$ cat src/rtl/capture_sink_pkg.sv
// capture_sink_pkg
//   Shared definitions for the capture sink: receive state encoding and the
//   default sample / address widths.
//   Optional feature macro used by the block: CAPTURE_SINK_TLAST_CHECK_EN.
package capture_sink_pkg;

    localparam int SIZE_DEF    = 32;  // sample width in bits
    localparam int SADDR_W_DEF = 24;  // sample address / count width

    typedef enum logic [1:0] {
        ST_IDLE = 2'd0,
        ST_RECV = 2'd1,
        ST_DONE = 2'd2
    } state_e;

endpackage

$ cat src/rtl/capture_sink_if.sv
// capture_sink_if
//   AXI-stream style sample channel between the sample FIFO (master) and the
//   capture sink (slave).
//   Signals: tdata[size] sample, tvalid, tready (slave -> master), tlast.
interface capture_sink_if #(
    parameter int size = capture_sink_pkg::SIZE_DEF
);
    logic [size-1:0] tdata;
    logic            tvalid;
    logic            tready;
    logic            tlast;

    modport master (output tdata, output tvalid, output tlast, input tready);
    modport slave  (input tdata, input tvalid, input tlast, output tready);
endinterface

$ cat src/rtl/capture_sink.sv
// capture_sink
//   Consumer end of the capture path. Accepts samples from the stream and
//   writes them to a linear sample memory at addresses 0..buffer_size-1,
//   passing memory back-pressure straight through to the stream.
//   Ports:
//     clk, reset        single clock, synchronous active-low reset
//     s (slave)         sample stream tdata/tvalid/tready/tlast
//     start, abort      one-cycle control pulses (abort has priority)
//     buffer_size       samples expected, captured on start
//     mem_addr/wdata/we write port, combinational pass-through of the stream
//     mem_ready         memory can take a write this cycle
//     busy, done        run in progress / run completed (held until start)
//     count             samples written in the current / last run
//     tlast_err         tlast did not line up with buffer_size
//   Optional: define CAPTURE_SINK_TLAST_CHECK_EN to enable tlast checking and
//   early termination on a premature tlast; otherwise tlast is ignored.
module capture_sink
    import capture_sink_pkg::*;
#(
    parameter int size    = SIZE_DEF,
    parameter int saddr_w = SADDR_W_DEF
) (
    input  logic               clk,
    input  logic               reset,
    capture_sink_if.slave      s,
    input  logic               start,
    input  logic               abort,
    input  logic [saddr_w-1:0] buffer_size,
    output logic [saddr_w-1:0] mem_addr,
    output logic [size-1:0]    mem_wdata,
    output logic               mem_we,
    input  logic               mem_ready,
    output logic               busy,
    output logic               done,
    output logic [saddr_w-1:0] count,
    output logic               tlast_err
);

    localparam logic [saddr_w-1:0] CNT_ONE = saddr_w'(1);

    state_e             state_q, state_d;
    logic [saddr_w-1:0] len_q, len_d;
    logic [saddr_w-1:0] count_q, count_d;
    logic               busy_q, busy_d;
    logic               done_q, done_d;
    logic               err_q, err_d;

    logic in_recv;
    logic accept;
    logic final_beat;
    logic tlast_bad;
    logic early_end;

    assign in_recv = (state_q == ST_RECV);

    // A zero-length run spends one cycle in RECV; gating on a non-zero length
    // keeps that cycle from accepting a beat.
    assign s.tready   = in_recv & (|len_q) & mem_ready;
    assign accept     = s.tvalid & s.tready;
    assign final_beat = (count_q == len_q - CNT_ONE);

`ifdef CAPTURE_SINK_TLAST_CHECK_EN
    assign tlast_bad = accept & (s.tlast != final_beat);
    assign early_end = accept & s.tlast & ~final_beat;
`else
    logic unused_tlast;
    assign unused_tlast = s.tlast;
    assign tlast_bad    = 1'b0;
    assign early_end    = 1'b0;
`endif

    // Write port mirrors the stream while receiving; idle value is zero.
    assign mem_we    = accept;
    assign mem_wdata = in_recv ? s.tdata : '0;
    assign mem_addr  = in_recv ? count_q : '0;

    always_comb begin
        state_d = state_q;
        len_d   = len_q;
        count_d = count_q;
        done_d  = done_q;
        err_d   = err_q;

        if (abort) begin
            // A beat accepted in the abort cycle is still written, so it
            // still counts; start in the same cycle is dropped.
            state_d = ST_IDLE;
            done_d  = 1'b0;
            if (accept) count_d = count_q + CNT_ONE;
        end else begin
            case (state_q)
                ST_IDLE, ST_DONE: begin
                    if (start) begin
                        state_d = ST_RECV;
                        len_d   = buffer_size;
                        count_d = '0;
                        done_d  = 1'b0;
                        err_d   = 1'b0;
                    end
                end
                ST_RECV: begin
                    if (len_q == '0) begin
                        state_d = ST_DONE;
                        done_d  = 1'b1;
                    end else if (accept) begin
                        count_d = count_q + CNT_ONE;
                        if (tlast_bad) err_d = 1'b1;
                        if (final_beat || early_end) begin
                            state_d = ST_DONE;
                            done_d  = 1'b1;
                        end
                    end
                end
                default: state_d = ST_IDLE;
            endcase
        end

        busy_d = (state_d == ST_RECV);
    end

    always_ff @(posedge clk) begin
        if (!reset) begin
            state_q <= ST_IDLE;
            len_q   <= '0;
            count_q <= '0;
            busy_q  <= 1'b0;
            done_q  <= 1'b0;
            err_q   <= 1'b0;
        end else begin
            state_q <= state_d;
            len_q   <= len_d;
            count_q <= count_d;
            busy_q  <= busy_d;
            done_q  <= done_d;
            err_q   <= err_d;
        end
    end

    assign busy      = busy_q;
    assign done      = done_q;
    assign count     = count_q;
    assign tlast_err = err_q;

endmodule
$ cat src/flat_wrapper.sv
// flat-port wrapper written by rule: the top's interface ports become plain ports
module capture_sink_flat import capture_sink_pkg::*;
#(
    parameter int size    = SIZE_DEF,
    parameter int saddr_w = SADDR_W_DEF
)
  (clk, reset, start, abort, buffer_size, mem_addr, mem_wdata, mem_we, mem_ready, busy, done, count, tlast_err, s_tdata, s_tvalid, s_tlast, s_tready);
  capture_sink_if #(.size(size)) s_i ();
  input  logic clk;
  input  logic reset;
  input  logic start;
  input  logic abort;
  input  logic [saddr_w-1:0] buffer_size;
  output logic [saddr_w-1:0] mem_addr;
  output logic [size-1:0] mem_wdata;
  output logic mem_we;
  input  logic mem_ready;
  output logic busy;
  output logic done;
  output logic [saddr_w-1:0] count;
  output logic tlast_err;
  input wire logic [$bits(s_i.tdata)-1:0] s_tdata;
  input wire logic [$bits(s_i.tvalid)-1:0] s_tvalid;
  input wire logic [$bits(s_i.tlast)-1:0] s_tlast;
  output wire logic [$bits(s_i.tready)-1:0] s_tready;
  assign s_i.tdata = s_tdata;
  assign s_i.tvalid = s_tvalid;
  assign s_i.tlast = s_tlast;
  assign s_tready = s_i.tready;
  capture_sink #(.size(size), .saddr_w(saddr_w)) u_core (.clk(clk), .reset(reset), .s(s_i), .start(start), .abort(abort), .buffer_size(buffer_size), .mem_addr(mem_addr), .mem_wdata(mem_wdata), .mem_we(mem_we), .mem_ready(mem_ready), .busy(busy), .done(done), .count(count), .tlast_err(tlast_err));
endmodule
$ cat config.mk
export PLATFORM = sky130hd
export DESIGN_NAME = capture_sink_flat
export DESIGN_NICKNAME = d
export VERILOG_FILES = /design/src/rtl/capture_sink_pkg.sv /design/src/rtl/capture_sink_if.sv /design/src/rtl/capture_sink.sv /design/src/flat_wrapper.sv
export SDC_FILE = /design/constraint.sdc
export NUM_CORES = 1
export LEC_CHECK = 0
export BUFFER_PORTS_ARGS = -buffer_cell sky130_fd_sc_hd__buf_4
export CORE_MARGIN = 4
export CORE_UTILIZATION = 35
export DETAILED_ROUTE_END_ITERATION = 6
export GPL_ROUTABILITY_DRIVEN = 1
export GPL_TIMING_DRIVEN = 1
export SKIP_LAST_GASP = 1
export SLEW_MARGIN = 15
export SYNTH_ARGS = -nofsm -noshare
export SYNTH_HDL_FRONTEND = slang
export SYNTH_SLANG_ARGS = --single-unit
$ cat constraint.sdc
create_clock -name clk -period 2.6 [get_ports clk]
set_input_delay 0.39 -clock clk [delete_from_list [all_inputs] [get_ports clk]]
set_output_delay 0.39 -clock clk [all_outputs]
set_load 0.01 [all_outputs]
=== Yosys cells after proc, flatten, opt, wreduce, memory -nomap -nowiden ===
Cells that the tools add are included.

* Bits of input ports: 63
* Bits in registers: 52
* Output and inout bits: 85

* Add/subtract/negate cells: 2
* Reductions and logical operators: 10
* Multiplexer cells: 18
* Eq/ne operators: 9
* Bitwise logic cells: 5

{| class="wikitable"
|+ Operator list
! operator !! number
|-
| 2-to-1 mux 24 bit || 5
|-
| case mux 24 bit (2 select lines) || 1
|-
| 2-to-1 mux 32 bit || 1
|-
| adder 24 x 1 -> 24 bit, second input constant || 1
|-
| == test 24 bit || 1
|-
| zero test 24 bit || 1
|-
| OR reduction 24 bit || 1
|-
| subtractor 24 x 1 -> 24 bit, second input constant || 1
|-
| != test 3 bit, second input constant || 4
|-
| 2-to-1 mux 2 bit || 5
|-
| AND reduction 3 bit || 2
|-
| == test 2 x 1 -> 1 bit, second input constant || 2
|-
| 2-to-1 mux 1 bit || 4
|-
| case mux 2 bit (2 select lines) || 1
|-
| AND reduction 4 bit || 1
|-
| OR reduction 2 bit || 2
|-
| AND 1 bit || 3
|-
| nonzero test 3 bit || 1
|-
| == test 2 bit, second input constant || 1
|-
| zero test 2 bit || 1
|-
| != test 2 bit, second input constant || 1
|-
| inverter 1 bit || 2
|-
| case mux 1 bit (2 select lines) || 1
|-
| nonzero test 2 bit || 1
|}

=== Longest topological paths before layout ===
Gate-level depths: netlist (run 1).

* Depth in word-level cells: 9
* Mapped depth: 9
* Mapped depth without buffers: 9

=== Worst setup path after synthesis (run 1) ===
OpenSTA, ideal clock, no wires.

* Path kind: reg2reg
* Start: register u_core.len_q[0]
* End: register u_core.busy_q (netlist: u_core.busy)
* Clock period less this slack: 2.536 ns
* Cell stages (with the launch flop): 10
* Slack: 0.064 ns
* Setup time: 0.121 ns
* Data arrival time: 2.415 ns
* Path through: dfxtp_1 inv_1 ha_1 nor3b_2 nand2_2 or4b_1 a2111oi_0 and4_1 nand4_2 o2bb2ai_1

* Cells in the longest elaborated chain, start to end: 9

{| class="wikitable"
|+ Ends and longest elaborated chain
! what !! RTL line !! source
|-
| from (decl) || capture_sink.sv:42 || <nowiki>logic [saddr_w-1:0] len_q, len_d;</nowiki>
|-
| from (signal assigned) || capture_sink.sv:131 || <nowiki>len_q <= len_d;</nowiki>
|-
| branches (longest 5 deep; another with subtractor 24 x 1 -> 24 bit) || - ||
|-
| 2-to-1 mux 2 bit (*) || capture_sink.sv:102 || <nowiki>if (len_q == '0) begin</nowiki>
|-
| case mux 2 bit (2 select lines) (*) || capture_sink.sv:91 || <nowiki>case (state_q)</nowiki>
|-
| 2-to-1 mux 2 bit (*) || capture_sink.sv:84 || <nowiki>if (abort) begin</nowiki>
|-
| == test 2 x 1 -> 1 bit (*) || capture_sink.sv:118 || <nowiki>busy_d = (state_d == ST_RECV);</nowiki>
|-
| to (signal assigned) || capture_sink.sv:133 || <nowiki>busy_q <= busy_d;</nowiki>
|-
| to (decl) || capture_sink.sv:44 || <nowiki>logic busy_q, busy_d;</nowiki>
|}

Mark *: on every way between the ends.
A chain may end at the register's enable or synchronous reset.

=== Worst setup path after layout (run 1) ===
Same ends and word-level chain as after synthesis.

==> impl_metrics.ini, run 1 <==
[clock_network]
postCtsSetupRepairBufs = 0
numCtsBuffers = 5
cts_tree = built
clkSinkCount = 52
clk_path_buf_depth = 2
clock_latency_ns = 0.31
htreeDepth = 2
cts_root_buf = clkbuf_8
clk_pin_slew_worst_paths_ns = 0.10

[floorplanning]
die_h_um = 107.5
initial_core_util_pct = 35.75
die_w_um = 107.5
fp.dieArea_mm2 = 0.01155
coreArea_mm2 = 0.009684
rows = 36
boundaryPins = 148

[route]
drc = 0
drt_iter0_drc = 259
via_count = 3638
drt_wl_total_mm = 11.14
dr.pass1.iters = 5
routed_via_density = 4.977
wl_per_cell_um = 15.23
drtAntennaViolNets = 0

[worst_setup_path]
crit_fanout = 4
cp-end-kind = flop
critical_path_required_ns = 2.80
path_class = reg -> reg
start_kind = flop
critPathArrivalTime_ns = 2.72
reg2reg_from = u_core.len_q[0]
crit_start = u_core.len_q[0]

[synthesis]
synth_warnings = 0
yosysSeqAreaShare_pct = 30.07
synth-edff-count = 0
synth_seq_cells = 52
synthDistinctLibCells = 59
postSynthCellCount = 452
async_reset_ff_share_pct = 0
ys.flop_type = dfxtp_1
syn_nets = 517
syn_avg_cell_area_um2 = 7.659
netlist_area_mm2 = 0.003462

[grt]
grt_pass1_vias = 3488
grt_pass1_wl_mm = 17.52
track_usage_pct = 18.80
grt_max_degree = 47
antenna_found_initial = 0
overflow = 0

[hold_path]
hp-start = buffer_size[1]
hp-class = in -> reg

[timing]
worst_pin_slew_ns = 0.5655
clock.fmax_mhz = 397.9
rsz0062_at_grt = no
maxSlewHeadroom_pct = 61.95
fin_hold_ws_ns = 0.3234
hold_viol = 0
skew_ns = 0.004990
setup_viol = 0
fin_crit_sh_pct = 96.66
maxSlewViolCount = 0
finalCriticalPeriod_ns = 2.513

[pwr]
ir_worst_vdd_mv = 0.2288
powerDensity_mw_per_mm2 = 380.4
p_total_mw = 1.896
p_leak_nw = 2.179

[status]
outcome = completed

[layout]
syn2layout_area_growth_pct = 43.98
nNetsFinal = 662
n_antenna_cell = 0
fillers = 968
layout.cells.most_common = buf_4
final_cell_mix = 169 x buf_4, 65 x nand2_1, 57 x and2_1
layout-drive-gt1-share_pct = 34.78

[run]
max-cap-violations = 0

[place]
hpwl_mm = 8.750
gp_congestion = 0.9288
io_buffer_count = 145
cell families after synthesis:
group           share of synthesized area, %
xor+xnor                               12.40
fa+ha+maj                             0.7227
simple gates                           37.26
buf+inv                                4.734
mux                                   0.9396
compound gates                         13.77
flops                                  30.07
other cells                           0.1083
through the flow:
stage	setup slack (ns)	setup TNS, ns	area (um2)	instances	utilization, %
final	0.08692	0	4985	731	51.47
after detailed placement	0.006825	0	4775	723	49.30
after floorplan	0.06382	0	3462	452	-
after CTS	-0.001463	-0.001463	4901	731	50.61
after global routing	0.002313	0	4985	731	51.47
after global placement	0.05989	0	4775	723	49.30
cells in the mapped netlist (all sizes together) (4+ instances only):
cell    count  share of area, %
nand2      66               7.2
xnor2      25               6.3
nand4      10               2.0
buf         5               1.0
dfxtp      52                30
a21boi     25               5.4
nor2       35               3.8
and2       57                10
nand3      17               2.5
or4         4              0.90
clkbuf     27               2.9
nor4        7               2.1
o21ai       9               1.3
nor3       12               1.7
or3         4              0.72
a21oi      13               1.9
inv         7              0.76
and3        8               1.5
xor2       24               6.1
final timing paths:
| check | end | slack, ns | cells past startpoint |
|---|---|---|---|
| min | u_core.len_q[1] | 0.32 | 3 |
| max reg2reg | u_core.busy | 0.09 | 7 |
| max | u_core.busy | 0.09 | 7 |
| min reg2reg | u_core.len_q[1] | 0.50 | 2 |
flip-flops by register name (all words and copies together) (netlist names):
name,count
u_core.count,24
u_core.len_q,24
u_core.state_q,2
u_core.busy,1
u_core.done,1
routing by layer:
layer | track usage, % | part of all wire, % | up-vias
met5 | 0 | 0 | -
met4 | 4.869 | 0.95 | 0
met3 | 3.839 | 8.4 | 8
met2 | 32.31 | 48 | 144
met1 | 23.97 | 43 | 1663
li1 | - | - | 1823
worst max-delay path, cell delays in order (launching register included):
cell,delay (ns)
dfxtp_2,0.34
buf_4,0.14
or4_1,0.54
or4_2,0.64
a31oi_2,0.22
and4_4,0.25
nand4_4,0.12
o2bb2ai_1,0.16
where the power goes:
| part | leakage [nW] | total, mW | internal, mW | switching [mW] |
|---|---|---|---|---|
| Combinational | 1.70 | 0.493 | 0.250 | 0.243 |
| Sequential | 0.423 | 0.846 | 0.816 | 0.0296 |
| Clock | 0.0552 | 0.557 | 0.286 | 0.271 |
what timing repair did:
item                                    in CTS  in global routing
resized for setup                            6                 18
pin swaps                                    1                  3
cloned                                       0                  0
hold buffers                                 0                  0
endpoints found under the setup margin       5                 12
final cells by class:
type	count	area [um2]	area share (%)
tap	133	166.4	3.338
clock buffer	6	72.57	1.456
multi-input combinational	361	2361	47.36
timing repair buffer	170	1280	25.68
clock inverter	2	35.03	0.7028
inverter	7	26.28	0.5271
sequential	52	1044	20.93
Power figures use the tool's default switching activity.
==> inputs of run 2 (changes only) <==
- CTS_CLUSTER_DIAMETER: default -> 60
- REMOVE_ABC_BUFFERS: default -> 1
==> run 2 against run 1 <==
- power down 2.5%
- sequential cell count unchanged
- final area up 2.1%
- first-iteration DRC count down 41%
==> impl_metrics.ini, run 2 (synthesis results as in run 1) <==
[route]
via_count = 3682
drc = 0
drtAntennaViolNets = 0
drt_wl_total_mm = 10.82
routed_via_density = 4.949
dr.pass1.iters = 4
wl_per_cell_um = 14.55
drt_iter0_drc = 154

[timing]
fin_hold_ws_ns = 0.3223
finalCriticalPeriod_ns = 2.476
fin_crit_sh_pct = 95.23
maxSlewHeadroom_pct = 57.65
setup_ws_ns = 0.1239
worst_pin_slew_ns = 0.6270
setup_viol = 0
rsz0062_at_grt = no
hold_viol = 0
skew_ns = 0.005736
clock.fmax_mhz = 403.9
maxSlewViolCount = 0

[grt]
overflow = 0
track_usage_pct = 18.14
antenna_found_initial = 0
grt_pass1_vias = 3449
grt_max_degree = 56
grt_pass1_wl_mm = 16.94

[floorplanning]
rows = 36
fp.dieArea_mm2 = 0.01155
die_w_um = 107.5
coreArea_mm2 = 0.009684
die_h_um = 107.5
boundaryPins = 148
initial_core_util_pct = 35.75

[pwr]
p_sw_share_pct = 30.44
combinationalPowerShare_pct = 29.3
switchingPower_mw = 0.5630
seqPwrFrac_pct = 45.5
p_leak_nw = 2.235
ir_worst_vdd_mv = 0.2193
p_clk_share_pct = 25.3
powerDensity_mw_per_mm2 = 363.6
intPower_mw = 1.287

[clock_network]
clk_pin_slew_worst_paths_ns = 0.10
clk_path_buf_depth = 2
cts_hold_buf = 0
clock_latency_ns = 0.31
htreeDepth = 2
cts_root_buf = clkbuf_8
clkSinkCount = 52
cts_tree = built
numCtsBuffers = 5

[worst_setup_path]
slowest_delay_ns = 0.38
r2r_setup_slack_ns = 0.13
critical_path_required_ns = 2.21
critPathArrivalTime_ns = 2.09
reg2reg_from = u_core.len_q[0]
r2r_end = u_core.state_q[0]
cp-end-kind = primary output
reg2reg_depth = 9
path_class = reg -> out
cp.depth = 8
start_kind = flop
critical_path.top_delay_family = simple AND/OR/NAND/NOR gates
crit_end = s_tready
path_buf_inv = 3
path_cells = inv_1 > ha_4 > nor3b_4 > buf_6 > and4b_2 > nand3_4 > and3_1 > buf_4
crit_fanout = 8
cp_slowest_cell = dfxtp_4
crit_start = u_core.len_q[0]

[layout]
n_antenna_cell = 0
fillers = 973
nNetsFinal = 675
syn2layout_area_growth_pct = 46.95
multi_input_area_mm2 = 0.002384
seq_area_mm2 = 0.001046
layout.core_utilization_pct = 52.53
layout.cells.most_common = buf_4
layout-drive-gt1-share_pct = 36.17
final_cell_mix = 182 x buf_4, 65 x nand2_1, 57 x and2_1

[place]
hpwl_mm = 8.587
pre_cts_ws_ns = -0.03228
io_buffer_count = 145
gp_congestion = 0.8713

[hold_path]
hp-class = in -> reg

[status]
outcome = completed

[run]
max-cap-violations = 0
==> run 2: changes by cell type in the layout (fill, tap and decap cells not counted), sizes merged <==
| cell | change |
|---|---|
| buf | +13 |
| clkinv | +2 |
| bufinv | -1 |
| clkbuf | -1 |
==> run 2: what timing repair did <==
| action | in CTS | in global routing |
|---|---|---|
| resized for setup | 9 | 19 |
| pin swaps | 1 | 7 |
| buffers inserted | 0 | 4 |
| endpoints found under the setup margin | 5 | 15 |
==> run 2: how the worst min path moves through the flow <==
stage	start	endpoint	slack, ns	cells past startpoint
global placement	u_core.len_q[2]	u_core.len_q[2]	0.49	2
CTS	buffer_size[13]	u_core.len_q[13]	0.33	3
floorplan	u_core.len_q[18]	u_core.len_q[18]	0.47	2
finish	buffer_size[0]	u_core.len_q[0]	0.32	3
detailed placement	u_core.len_q[2]	u_core.len_q[2]	0.51	2
global route	buffer_size[20]	u_core.len_q[20]	0.32	3
==> run 2: cell type report <==
type | count | area share (%)
inverters | 7 | 0.5165
clock buffers | 5 | 1.353
multi-input cells | 361 | 46.85
repair buffers | 183 | 27.08
well taps | 133 | 3.271
clock inverters | 3 | 0.3689
flip-flops and latches | 52 | 20.56
==> run 2: layer usage <==
layer  routed length [um]  track usage, %  up-vias
met5                    0               0        -
met1                 4686           22.92     1692
met2                 5058           31.14      129
li1                     -               -     1852
met3                  964           4.199        9
met4                  114           4.599        0
==> run 2: worst register-to-register path: stages (launching register included) <==
cell,delay (ns)
dfxtp_4,0.38
inv_1,0.09
ha_4,0.15
nor3b_4,0.23
nand2_2,0.08
or4b_4,0.54
a2111oi_4,0.35
and4_4,0.28
nand4_4,0.12
o2bb2ai_1,0.15
==> run 2: power groups by stage <==
stage | Sequential [mW] | Combinational, mW | Clock, mW
finish | 0.841 | 0.541 | 0.467
CTS | 0.841 | 0.490 | 0.484
detailed placement | 0.859 | 0.476 | 0
global route | 0.845 | 0.593 | 0.514
floorplan | 0.860 | 0.248 | 0
global placement | 0.859 | 0.472 | 0
==> run 2: metrics by stage <==
| step | std cells | TNS [ns] | total power [mW] | cell area (um2) |
|---|---|---|---|---|
| CTS | 740 | 0 | 1.815 | 4964 |
| finish | 744 | 0 | 1.850 | 5087 |
| floorplan | 420 | -11.89 | 1.108 | 3324 |
| detailed placement | 732 | -0.09157 | 1.336 | 4842 |
| global placement | 732 | 0 | 1.331 | 4842 |
| global route | 744 | 0 | 1.953 | 5087 |
